`config.mk`:
```
export PLATFORM = sky130hd
export DESIGN_NAME = uart_fifo_core
export DESIGN_NICKNAME = d
export VERILOG_FILES = /design/src/rtl/uart_fifo_core.sv
export SDC_FILE = /design/constraint.sdc
export NUM_CORES = 1
export LEC_CHECK = 0
export ABC_AREA = 1
export ABC_CLOCK_PERIOD_IN_PS = 4580
export BUFFER_PORTS_ARGS = -buffer_cell sky130_fd_sc_hd__buf_2
export CAP_MARGIN = 20
export CORE_UTILIZATION = 67
export DETAILED_ROUTE_END_ITERATION = 6
export PLACE_DENSITY = 0.85
export SETUP_SLACK_MARGIN = 0.3
export SYNTH_ARGS = -nofsm -noshare
export SYNTH_HDL_FRONTEND = slang
export SYNTH_SLANG_ARGS = --single-unit
```
`constraint.sdc`:
```
create_clock -name clk -period 4.58 [get_ports clk]
set_input_delay 0.916 -clock clk [delete_from_list [all_inputs] [get_ports clk]]
set_output_delay 0.916 -clock clk [all_outputs]
set_load 0.005 [all_outputs]
```
`src/rtl/uart_fifo_core.sv`:
```
// UART core with TX and RX FIFOs: queued bytes are framed and serialised on tx_out,
// and frames arriving on rx_in are deserialised, checked and queued with sticky error flags.

module uart_fifo_buf #(
    parameter int WIDTH = 8,
    parameter int DEPTH = 16
) (
    input  logic                     clk,
    input  logic                     rst,
    input  logic                     push,
    input  logic                     pop,
    input  logic [WIDTH-1:0]         wr_data,
    output logic [WIDTH-1:0]         rd_data,
    output logic                     full,
    output logic                     empty,
    output logic [$clog2(DEPTH):0]   level
);
    localparam int AW = $clog2(DEPTH);
    localparam logic [AW:0] DEPTH_L = (AW+1)'(DEPTH);

    logic [WIDTH-1:0] mem [DEPTH];
    logic [AW:0]      wr_ptr_reg;
    logic [AW:0]      rd_ptr_reg;
    logic             pop_ok;
    logic             push_ok;

    // Pointers carry one extra wrap bit so full and empty are distinguishable.
    assign level   = wr_ptr_reg - rd_ptr_reg;
    assign empty   = (level == '0);
    assign full    = (level == DEPTH_L);
    assign pop_ok  = pop && !empty;
    // A push into a full buffer still lands when the head leaves in the same cycle.
    assign push_ok = push && (!full || pop_ok);
    assign rd_data = mem[rd_ptr_reg[AW-1:0]];

    always_ff @(posedge clk) begin
        if (rst) begin
            wr_ptr_reg <= '0;
            rd_ptr_reg <= '0;
        end else begin
            if (push_ok) wr_ptr_reg <= wr_ptr_reg + 1'b1;
            if (pop_ok)  rd_ptr_reg <= rd_ptr_reg + 1'b1;
        end
    end

    always_ff @(posedge clk) begin
        if (push_ok) mem[wr_ptr_reg[AW-1:0]] <= wr_data;
    end
endmodule

module uart_fifo_core #(
    parameter int CLK_DIV    = 10416,
    parameter int DATA_BITS  = 8,
    parameter int PARITY     = 0,
    parameter int FIFO_DEPTH = 16
) (
    input  logic                            clk,
    input  logic                            rst,
    input  logic [DATA_BITS-1:0]            tx_data,
    input  logic                            tx_valid,
    output logic                            tx_ready,
    output logic                            tx_busy,
    output logic                            tx_out,
    input  logic                            rx_in,
    output logic [DATA_BITS-1:0]            rx_data,
    output logic                            rx_valid,
    input  logic                            rx_pop,
    input  logic                            err_clear,
    output logic                            rx_ore,
    output logic                            rx_fe,
    output logic                            rx_pe,
    output logic [$clog2(FIFO_DEPTH):0]     tx_level,
    output logic [$clog2(FIFO_DEPTH):0]     rx_level
);
    localparam logic [15:0] BAUD_LAST = 16'(CLK_DIV - 1);
    localparam logic [15:0] HALF_LAST = 16'(CLK_DIV / 2 - 1);
    localparam logic [2:0]  BIT_LAST  = 3'(DATA_BITS - 1);

    typedef enum logic [2:0] {
        S_IDLE   = 3'd0,
        S_START  = 3'd1,
        S_DATA   = 3'd2,
        S_PARITY = 3'd3,
        S_STOP   = 3'd4
    } state_t;

    // ---------------- TX path ----------------
    logic                 tx_full;
    logic                 tx_empty;
    logic                 tx_pop;
    logic [DATA_BITS-1:0] tx_head;

    state_t               tx_state_reg, tx_state_next;
    logic [15:0]          tx_baud_reg, tx_baud_next;
    logic [2:0]           tx_bit_reg, tx_bit_next;
    logic [DATA_BITS-1:0] tx_shift_reg, tx_shift_next;
    logic                 tx_par_reg, tx_par_next;
    logic                 tx_out_reg, tx_out_next;

    uart_fifo_buf #(.WIDTH(DATA_BITS), .DEPTH(FIFO_DEPTH)) u_tx_fifo (
        .clk     (clk),
        .rst     (rst),
        .push    (tx_valid && !tx_full),
        .pop     (tx_pop),
        .wr_data (tx_data),
        .rd_data (tx_head),
        .full    (tx_full),
        .empty   (tx_empty),
        .level   (tx_level)
    );

    assign tx_ready = !tx_full;
    assign tx_busy  = !tx_empty || (tx_state_reg != S_IDLE);
    assign tx_out   = tx_out_reg;

    always_ff @(posedge clk) begin
        if (rst) begin
            tx_state_reg <= S_IDLE;
            tx_baud_reg  <= '0;
            tx_bit_reg   <= '0;
            tx_shift_reg <= '0;
            tx_par_reg   <= 1'b0;
            tx_out_reg   <= 1'b1;
        end else begin
            tx_state_reg <= tx_state_next;
            tx_baud_reg  <= tx_baud_next;
            tx_bit_reg   <= tx_bit_next;
            tx_shift_reg <= tx_shift_next;
            tx_par_reg   <= tx_par_next;
            tx_out_reg   <= tx_out_next;
        end
    end

    // tx_out is registered and set on each transition, so it changes exactly at bit boundaries.
    always_comb begin
        tx_state_next = tx_state_reg;
        tx_baud_next  = tx_baud_reg;
        tx_bit_next   = tx_bit_reg;
        tx_shift_next = tx_shift_reg;
        tx_par_next   = tx_par_reg;
        tx_out_next   = tx_out_reg;
        tx_pop        = 1'b0;

        if (tx_state_reg != S_IDLE) begin
            tx_baud_next = (tx_baud_reg == BAUD_LAST) ? 16'd0 : tx_baud_reg + 16'd1;
        end

        case (tx_state_reg)
            S_IDLE: begin
                if (!tx_empty) begin
                    tx_pop        = 1'b1;
                    tx_shift_next = tx_head;
                    tx_par_next   = (PARITY == 1) ? ~^tx_head : ^tx_head;
                    tx_baud_next  = '0;
                    tx_out_next   = 1'b0;
                    tx_state_next = S_START;
                end
            end
            S_START: begin
                if (tx_baud_reg == BAUD_LAST) begin
                    tx_bit_next   = '0;
                    tx_out_next   = tx_shift_reg[0];
                    tx_state_next = S_DATA;
                end
            end
            S_DATA: begin
                if (tx_baud_reg == BAUD_LAST) begin
                    if (tx_bit_reg == BIT_LAST) begin
                        if (PARITY != 0) begin
                            tx_out_next   = tx_par_reg;
                            tx_state_next = S_PARITY;
                        end else begin
                            tx_out_next   = 1'b1;
                            tx_state_next = S_STOP;
                        end
                    end else begin
                        tx_bit_next   = tx_bit_reg + 3'd1;
                        tx_shift_next = tx_shift_reg >> 1;
                        tx_out_next   = tx_shift_reg[1];
                    end
                end
            end
            S_PARITY: begin
                if (tx_baud_reg == BAUD_LAST) begin
                    tx_out_next   = 1'b1;
                    tx_state_next = S_STOP;
                end
            end
            S_STOP: begin
                if (tx_baud_reg == BAUD_LAST) begin
                    if (!tx_empty) begin
                        tx_pop        = 1'b1;
                        tx_shift_next = tx_head;
                        tx_par_next   = (PARITY == 1) ? ~^tx_head : ^tx_head;
                        tx_out_next   = 1'b0;
                        tx_state_next = S_START;
                    end else begin
                        tx_out_next   = 1'b1;
                        tx_state_next = S_IDLE;
                    end
                end
            end
            default: begin
                tx_out_next   = 1'b1;
                tx_state_next = S_IDLE;
            end
        endcase
    end

    // ---------------- RX path ----------------
    logic [1:0]           rx_sync_reg;
    logic                 rx_prev_reg;
    logic                 rx_s;
    logic                 rx_full;
    logic                 rx_empty;
    logic                 rx_push;
    logic                 parity_bad;
    logic                 fe_set;
    logic                 pe_set;
    logic                 ore_set;

    state_t               rx_state_reg, rx_state_next;
    logic [15:0]          rx_baud_reg, rx_baud_next;
    logic [2:0]           rx_bit_reg, rx_bit_next;
    logic [DATA_BITS-1:0] rx_shift_reg, rx_shift_next;
    logic                 rx_par_reg, rx_par_next;
    logic                 rx_ore_reg, rx_fe_reg, rx_pe_reg;

    uart_fifo_buf #(.WIDTH(DATA_BITS), .DEPTH(FIFO_DEPTH)) u_rx_fifo (
        .clk     (clk),
        .rst     (rst),
        .push    (rx_push),
        .pop     (rx_pop),
        .wr_data (rx_shift_reg),
        .rd_data (rx_data),
        .full    (rx_full),
        .empty   (rx_empty),
        .level   (rx_level)
    );

    assign rx_valid = !rx_empty;
    assign rx_s     = rx_sync_reg[1];
    assign rx_ore   = rx_ore_reg;
    assign rx_fe    = rx_fe_reg;
    assign rx_pe    = rx_pe_reg;

    always_comb begin
        parity_bad = 1'b0;
        if (PARITY == 1)      parity_bad = ~(^rx_shift_reg ^ rx_par_reg);
        else if (PARITY == 2) parity_bad = ^rx_shift_reg ^ rx_par_reg;
    end

    // Overrun only when the head is not leaving in the same cycle.
    assign ore_set = rx_push && rx_full && !(rx_pop && rx_valid);

    always_ff @(posedge clk) begin
        if (rst) begin
            rx_sync_reg  <= 2'b11;
            rx_prev_reg  <= 1'b1;
            rx_state_reg <= S_IDLE;
            rx_baud_reg  <= '0;
            rx_bit_reg   <= '0;
            rx_shift_reg <= '0;
            rx_par_reg   <= 1'b0;
            rx_ore_reg   <= 1'b0;
            rx_fe_reg    <= 1'b0;
            rx_pe_reg    <= 1'b0;
        end else begin
            rx_sync_reg  <= {rx_sync_reg[0], rx_in};
            rx_prev_reg  <= rx_s;
            rx_state_reg <= rx_state_next;
            rx_baud_reg  <= rx_baud_next;
            rx_bit_reg   <= rx_bit_next;
            rx_shift_reg <= rx_shift_next;
            rx_par_reg   <= rx_par_next;
            rx_ore_reg   <= (rx_ore_reg && !err_clear) || ore_set;
            rx_fe_reg    <= (rx_fe_reg && !err_clear) || fe_set;
            rx_pe_reg    <= (rx_pe_reg && !err_clear) || pe_set;
        end
    end

    always_comb begin
        rx_state_next = rx_state_reg;
        rx_baud_next  = rx_baud_reg;
        rx_bit_next   = rx_bit_reg;
        rx_shift_next = rx_shift_reg;
        rx_par_next   = rx_par_reg;
        rx_push       = 1'b0;
        fe_set        = 1'b0;
        pe_set        = 1'b0;

        if (rx_state_reg != S_IDLE) begin
            rx_baud_next = rx_baud_reg + 16'd1;
        end

        case (rx_state_reg)
            S_IDLE: begin
                if (rx_prev_reg && !rx_s) begin
                    rx_baud_next  = '0;
                    rx_state_next = S_START;
                end
            end
            S_START: begin
                if (rx_baud_reg == HALF_LAST) begin
                    rx_baud_next  = '0;
                    rx_bit_next   = '0;
                    rx_state_next = rx_s ? S_IDLE : S_DATA;
                end
            end
            S_DATA: begin
                if (rx_baud_reg == BAUD_LAST) begin
                    rx_baud_next  = '0;
                    rx_shift_next = {rx_s, rx_shift_reg[DATA_BITS-1:1]};
                    if (rx_bit_reg == BIT_LAST) begin
                        rx_state_next = (PARITY != 0) ? S_PARITY : S_STOP;
                    end else begin
                        rx_bit_next = rx_bit_reg + 3'd1;
                    end
                end
            end
            S_PARITY: begin
                if (rx_baud_reg == BAUD_LAST) begin
                    rx_baud_next  = '0;
                    rx_par_next   = rx_s;
                    rx_state_next = S_STOP;
                end
            end
            S_STOP: begin
                if (rx_baud_reg == BAUD_LAST) begin
                    rx_baud_next  = '0;
                    fe_set        = !rx_s;
                    pe_set        = parity_bad;
                    rx_push       = rx_s && !parity_bad;
                    rx_state_next = S_IDLE;
                end
            end
            default: rx_state_next = S_IDLE;
        endcase
    end
endmodule

```
==> reports/results.ini, run 1 <==
[pwr]
clock_power_share_pct=34.9
p_sw_mw=2.50
p_int_mw=5.75
pwr-share-comb_pct=21.0
ir_drop_mv=0.516
p_leak_nw=6.51
powerDensity_nw_per_um2=478
swShare_pct=30.3
seqPwrFrac_pct=44.1

[timing]
drv_slew=0
max_freq_ghz=0.289
tns_ns=0
min_period_over_period_pct=75.5
worst_pin_slew_ns=1.07
finalClockSkew_ns=0.0187
setup_violations=0
rsz0062_at_grt=no
hold_viol_final=0
layout_setup_ws_ns=1.12
max_slew_margin_pct=28.8
period_needed_ns=3.46

[grt]
antenna_found_initial=0
grt_use_total_pct=28.8
grt_max_degree=97
first_global_vias=10700
gr-total-overflow=0
grt_first_pass_wirelength_um=54200

[die]
chipWidth_um=155
die_h_um=155
initial_utilization_pct=69.0
fp-row-count=55
dieArea_um2=24100
pin_count=39
core-area_um2=22800

[cts]
cts_resized=0
cts_max_path_buffers=3
ctsHtreeMaxLevel=2
cts.sinks=351
cts.hold.buffers_added=0
cts_setup_buffers=0
numCtsBuffers=36
cts_tree=done
clock_latency_ns=0.51
cts-root-buf=clkbuf_16
clk_pin_slew_ns=0.06

[setup_path]
cp-start-kind=register
crit_arrival_ns=2.54
endpoint_kind=output port
r2r_slack_ns=1.47
critical_path_peak_fanout=33
rr_worst_depth=13
setup.worst_path.class=register to output port
critPathRequiredTime_ns=3.66
endpoint=rx_data[2]
r2r_end=u_tx_fifo.mem[12][7]$_DFFE_PP_
crit-reg2reg-launch=u_tx_fifo.wr_ptr_reg[0]$_SDFFE_PP0P_

[placement]
io_buffer_count=38
dp_cells=1859
place_ws_ns=1.50
hpwl_um=21700
gp_congestion=0.887

[drt]
drt_pre_antenna_iters=6
wl_um=33800
drt_iter0_markers=1280
viasPerCell=5.84
vias=11200
drc=0
antenna_left=0
wl_per_cell_um=17.6

[cells_and_area]
finalCoreUtilization_pct=75.6
drive_gt1_share_pct=10.6
seq_area_um2=9590
multiInputGateArea_um2=5350
antenna_cells=0
fillerInstances=1492
area_growth_pct=9.54
final_cells=1923
finalNetCount=1624

[yosys]
ys_ff_latch=351
netlist_area_um2=15800
yosysTopAreaCell=edfxtp_1
async_flop_share_pct=0
yosysSeqAreaShare_pct=60.9
synth.area.top_cells=edfxtp_1 (49%), dfxtp_1 (12%), nand2_1 (7.0%)
synth.most_common_cell=nand2_1
ys_top_cells_by_count=nand2_1 (293), edfxtp_1 (256), nor2_1 (190)
syn-num-nets=1605
ys.flop_type=edfxtp_1
synth_top_cell_area_share_pct=48.8
syn_area_per_cell_um2=10.1
synth.distinct_cells=47
synth_edf_count=256
ys_warn_count=0
synth_cells=1565

[hold_path]
hold_path_depth=1
hold_path.class=register to register

[run_status]
status=completed

[flow_run]
timing.max_cap.violations=0

==> cell usage in the layout (no fill, tap or decap), drive strengths merged <==
cell type  netlist  final
nor3            13     13
buf             28     44
o22ai            1      1
fa               2      2
ha              24     24
nand4           18     18
edfxtp         256    256
o2111ai          1      1
nand3          118    118
bufinv           0      3
a21oi           78     78
o21ai          115    115
xnor2            9      9
o21bai           2      2
clkinv           2     11
o41ai            1      1
dfxtp           95     95
clkbuf          35     49
nor2           222    222
o211ai          35     35
inv            138    140
o32ai            1      1
xor2            28     28
clkinvlp         0      1
a22oi            1      1
nand2          302    302
nand3b           3      3
mux2i           32     32
or2              5      5
==> critical path, cell delays in order (launching register included) <==
cell,delay (ns)
dfxtp_1,0.30
buf_4,0.24
inv_1,0.74
o21ai_0,0.26
o211ai_1,0.25
nand2_1,0.09
buf_2,0.13
==> worst min path at each step <==
stage	slack (ns)	startpoint	to
after CTS	0.41	rx_sync_reg[0]$_SDFF_PP1_	rx_sync_reg[1]$_SDFF_PP1_
after detailed placement	0.39	rx_sync_reg[0]$_SDFF_PP1_	rx_sync_reg[1]$_SDFF_PP1_
after global routing	0.42	rx_sync_reg[0]$_SDFF_PP1_	rx_sync_reg[1]$_SDFF_PP1_
after global placement	0.39	rx_sync_reg[0]$_SDFF_PP1_	rx_sync_reg[1]$_SDFF_PP1_
final	0.41	rx_sync_reg[0]$_SDFF_PP1_	rx_sync_reg[1]$_SDFF_PP1_
after floorplan	0.39	rx_sync_reg[0]$_SDFF_PP1_	rx_sync_reg[1]$_SDFF_PP1_
==> stage by stage <==
stage                     hold slack (ns)  area, um^2  total power [mW]
after floorplan                     0.389       15800              4.99
after global placement              0.394       16100              5.34
after detailed placement            0.394       16100              5.39
after CTS                           0.411       17300              8.25
after global routing                0.421       17300              8.63
final                               0.409       17300              8.25
==> power by group through the flow <==
stage / sequential, mW / clock (mW) / combinational, mW
after CTS: 3.63 / 2.90 / 1.72
after global placement: 3.70 / 0 / 1.64
after global routing: 3.65 / 3.02 / 1.96
final: 3.64 / 2.88 / 1.74
after floorplan: 3.65 / 0 / 1.34
after detailed placement: 3.70 / 0 / 1.69
==> metal layers <==
metal  track usage (%)  vias to the layer above  part of all wire, %
met5                 0                        -                    0
met2              48.4                      554                   48
met4              9.90                        0                  2.9
met1              38.4                     5229                   40
met3              4.29                       97                  8.7
li1                  -                     5350                    -
==> final cells by class <==
type / count / share of cell area, %
Multi-Input combinational cell: 1011 / 31.0
Clock buffer: 49 / 5.86
Tap cell: 313 / 2.27
Inverter: 140 / 3.07
Timing Repair Buffer: 44 / 1.36
Clock inverter: 15 / 0.892
Sequential cell: 351 / 55.6
==> cells by family after synthesis <==
family / share of synthesized area, %
xor+xnor: 2.06
fa+ha+maj: 2.16
compound gates: 8.29
buf+inv: 5.22
simple gates: 19.4
mux: 2.03
flops: 60.9
(Power assumes the default switching activity.)
==> inputs of run 2 (changes only) <==
- ABC_CLOCK_PERIOD_IN_PS: 4580 -> 3000
- CORE_UTILIZATION: 67 -> 56
- PLACE_DENSITY: 0.85 -> 0.75
- clock period: 4.58 -> 3 ns (I/O delays scaled with it)
==> run 2 against run 1 <==
First-iteration DRC count is 11% lower. Hold slack worse by 0.16 ns. Flip-flop and latch count stayed put. Clock power is 59% higher. Core utilization is 10 points lower. Cell area is 4.6% higher. Total power is 57% higher. Combinational power is 65% higher. Worst setup slack worse by 0.97 ns. Critical path type unchanged. Final cell count is 6.3% higher. Non-clock buffer count is 55 higher.
==> reports/results.ini, run 2 (synthesized netlist as in run 1, its figures left out) <==
[hold_path]
hold_path.class=primary input to register
hold_path_depth=2

[die]
fp-row-count=61
initial_utilization_pct=56.9
pin_count=39
die_h_um=170
chipWidth_um=170
dieArea_um2=28800
core-area_um2=27700

[pwr]
p_leak_nw=6.84
total_power_mw=13.0
powerDensity_nw_per_um2=717
ir_drop_mv=0.658

[cells_and_area]
final_common_cell=nand2_1
final_cell_area_um2=18100
finalNetCount=1679
antenna_cells=0
final_cell_mix=nand2_1 (288), edfxtp_1 (256), nor2_1 (174)
drive_gt1_share_pct=16.0
area_growth_pct=14.6

[setup_path]
crit-reg2reg-launch=u_tx_fifo.wr_ptr_reg[0]$_SDFFE_PP0P_
crit_arrival_ns=2.25
endpoint_kind=output port
path_common_cell=inv_2
crit_chain=inv_2 > ha_4 > inv_2 > fa_1 > or2_1 > nor2_4 > nand3_2 > buf_2
crit_path_start=u_tx_fifo.wr_ptr_reg[0]$_SDFFE_PP0P_
cp.buffers_inverters=3
cp-start-kind=register
rr_worst_depth=11
crit_family=adder cells
r2r_slack_ns=0.36
setup.worst_path.class=register to output port
cp_slowest_cell=fa_1
slowest_delay_ns=0.49
endpoint=tx_ready
critical_path_peak_fanout=3
critPathRequiredTime_ns=2.40
r2r_end=u_tx_fifo.mem[3][5]$_DFFE_PP_
path_depth=8

[drt]
drc=0
antenna_left=0
drt_pre_antenna_iters=6
wl_per_cell_um=17.4
vias=11300
viasPerCell=5.54
wl_um=35500
drt_iter0_markers=1141

[grt]
grt_use_total_pct=25.0
antenna_found_initial=0
gr-total-overflow=0
grt_first_pass_wirelength_um=56100
first_global_vias=10900
grt_max_degree=66

[timing]
period_needed_ns=2.85
worst_pin_slew_ns=0.910
timing.hold.ws_ns=0.247
max_slew_margin_pct=39.3
rsz0062_at_grt=yes
setup_violations=0
drv_slew=0
hold_viol_final=0
min_period_over_period_pct=95.0
finalClockSkew_ns=0.0161
max_freq_ghz=0.351

[run_status]
status=completed

[cts]
cts.sinks=351
numCtsBuffers=36
clk_pin_slew_ns=0.06
clock_latency_ns=0.52
cts_max_path_buffers=3
cts_tree=done
cts-root-buf=clkbuf_16
ctsHtreeMaxLevel=2
cts.hold.buffers_added=0

[placement]
place_area_um2=16400
gp_congestion=0.864
hpwl_um=22600
io_buffer_count=38

[flow_run]
timing.max_cap.violations=0

[run 2: power breakdown]
| part | leakage [nW] | internal (mW) | total [mW] | switching [mW] |
|---|---|---|---|---|
| Sequential | 3.42 | 5.37 | 5.51 | 0.144 |
| Clock | 0.596 | 2.77 | 4.58 | 1.80 |
| Combinational | 2.82 | 0.905 | 2.87 | 1.96 |
| Total | 6.84 | 9.05 | 13.0 | 3.91 |
[run 2: how the worst min path moves through the flow]
stage	to	start
2_1_floorplan	rx_sync_reg[1]$_SDFF_PP1_	rx_sync_reg[0]$_SDFF_PP1_
3_3_place_gp	rx_sync_reg[1]$_SDFF_PP1_	rx_sync_reg[0]$_SDFF_PP1_
3_5_place_dp	rx_sync_reg[1]$_SDFF_PP1_	rx_sync_reg[0]$_SDFF_PP1_
4_1_cts	rx_pe$_SDFF_PP0_	err_clear
5_1_grt	rx_pe$_SDFF_PP0_	err_clear
6_report	rx_pe$_SDFF_PP0_	err_clear
[run 2: area by class of cell]
| cell class | instances | area, um^2 |
|---|---|---|
| tap | 378 | 473 |
| timing repair buffer | 99 | 698 |
| fill | 2096 | 9640 |
| clock buffer | 51 | 1040 |
| clock inverter | 14 | 184 |
| sequential | 351 | 9610 |
| multi-input combinational | 1011 | 5520 |
| inverter | 140 | 537 |
[run 2: metrics by stage]
step                utilization, %  setup TNS, ns  setup slack, ns  std cells
global route                  65.2              0           0.0604       2044
CTS                           64.6              0            0.148       2042
global placement              59.3              0            0.176       1954
finish                        65.2              0            0.150       2044
detailed placement            59.3       -0.00370        -0.000657       1954
floorplan                        -              0            0.361       1565
[run 2: timing repair]
action                     in CTS  in global routing
gates cloned                    0                  1
pin swaps                       8                  7
buffers inserted               23                  1
resized for setup              31                 36
setup endpoints to repair     206                153
[run 2: metal layers]
metal / GRT usage (%) / up-vias / share of wire, % / wire [um]
li1: - / 5464 / - / -
met1: 32.1 / 5363 / 41 / 14600
met2: 42.8 / 414 / 50 / 17700
met3: 2.94 / 91 / 5.7 / 2030
met4: 10.5 / 0 / 3.3 / 1190
met5: 0 / - / 0 / 0
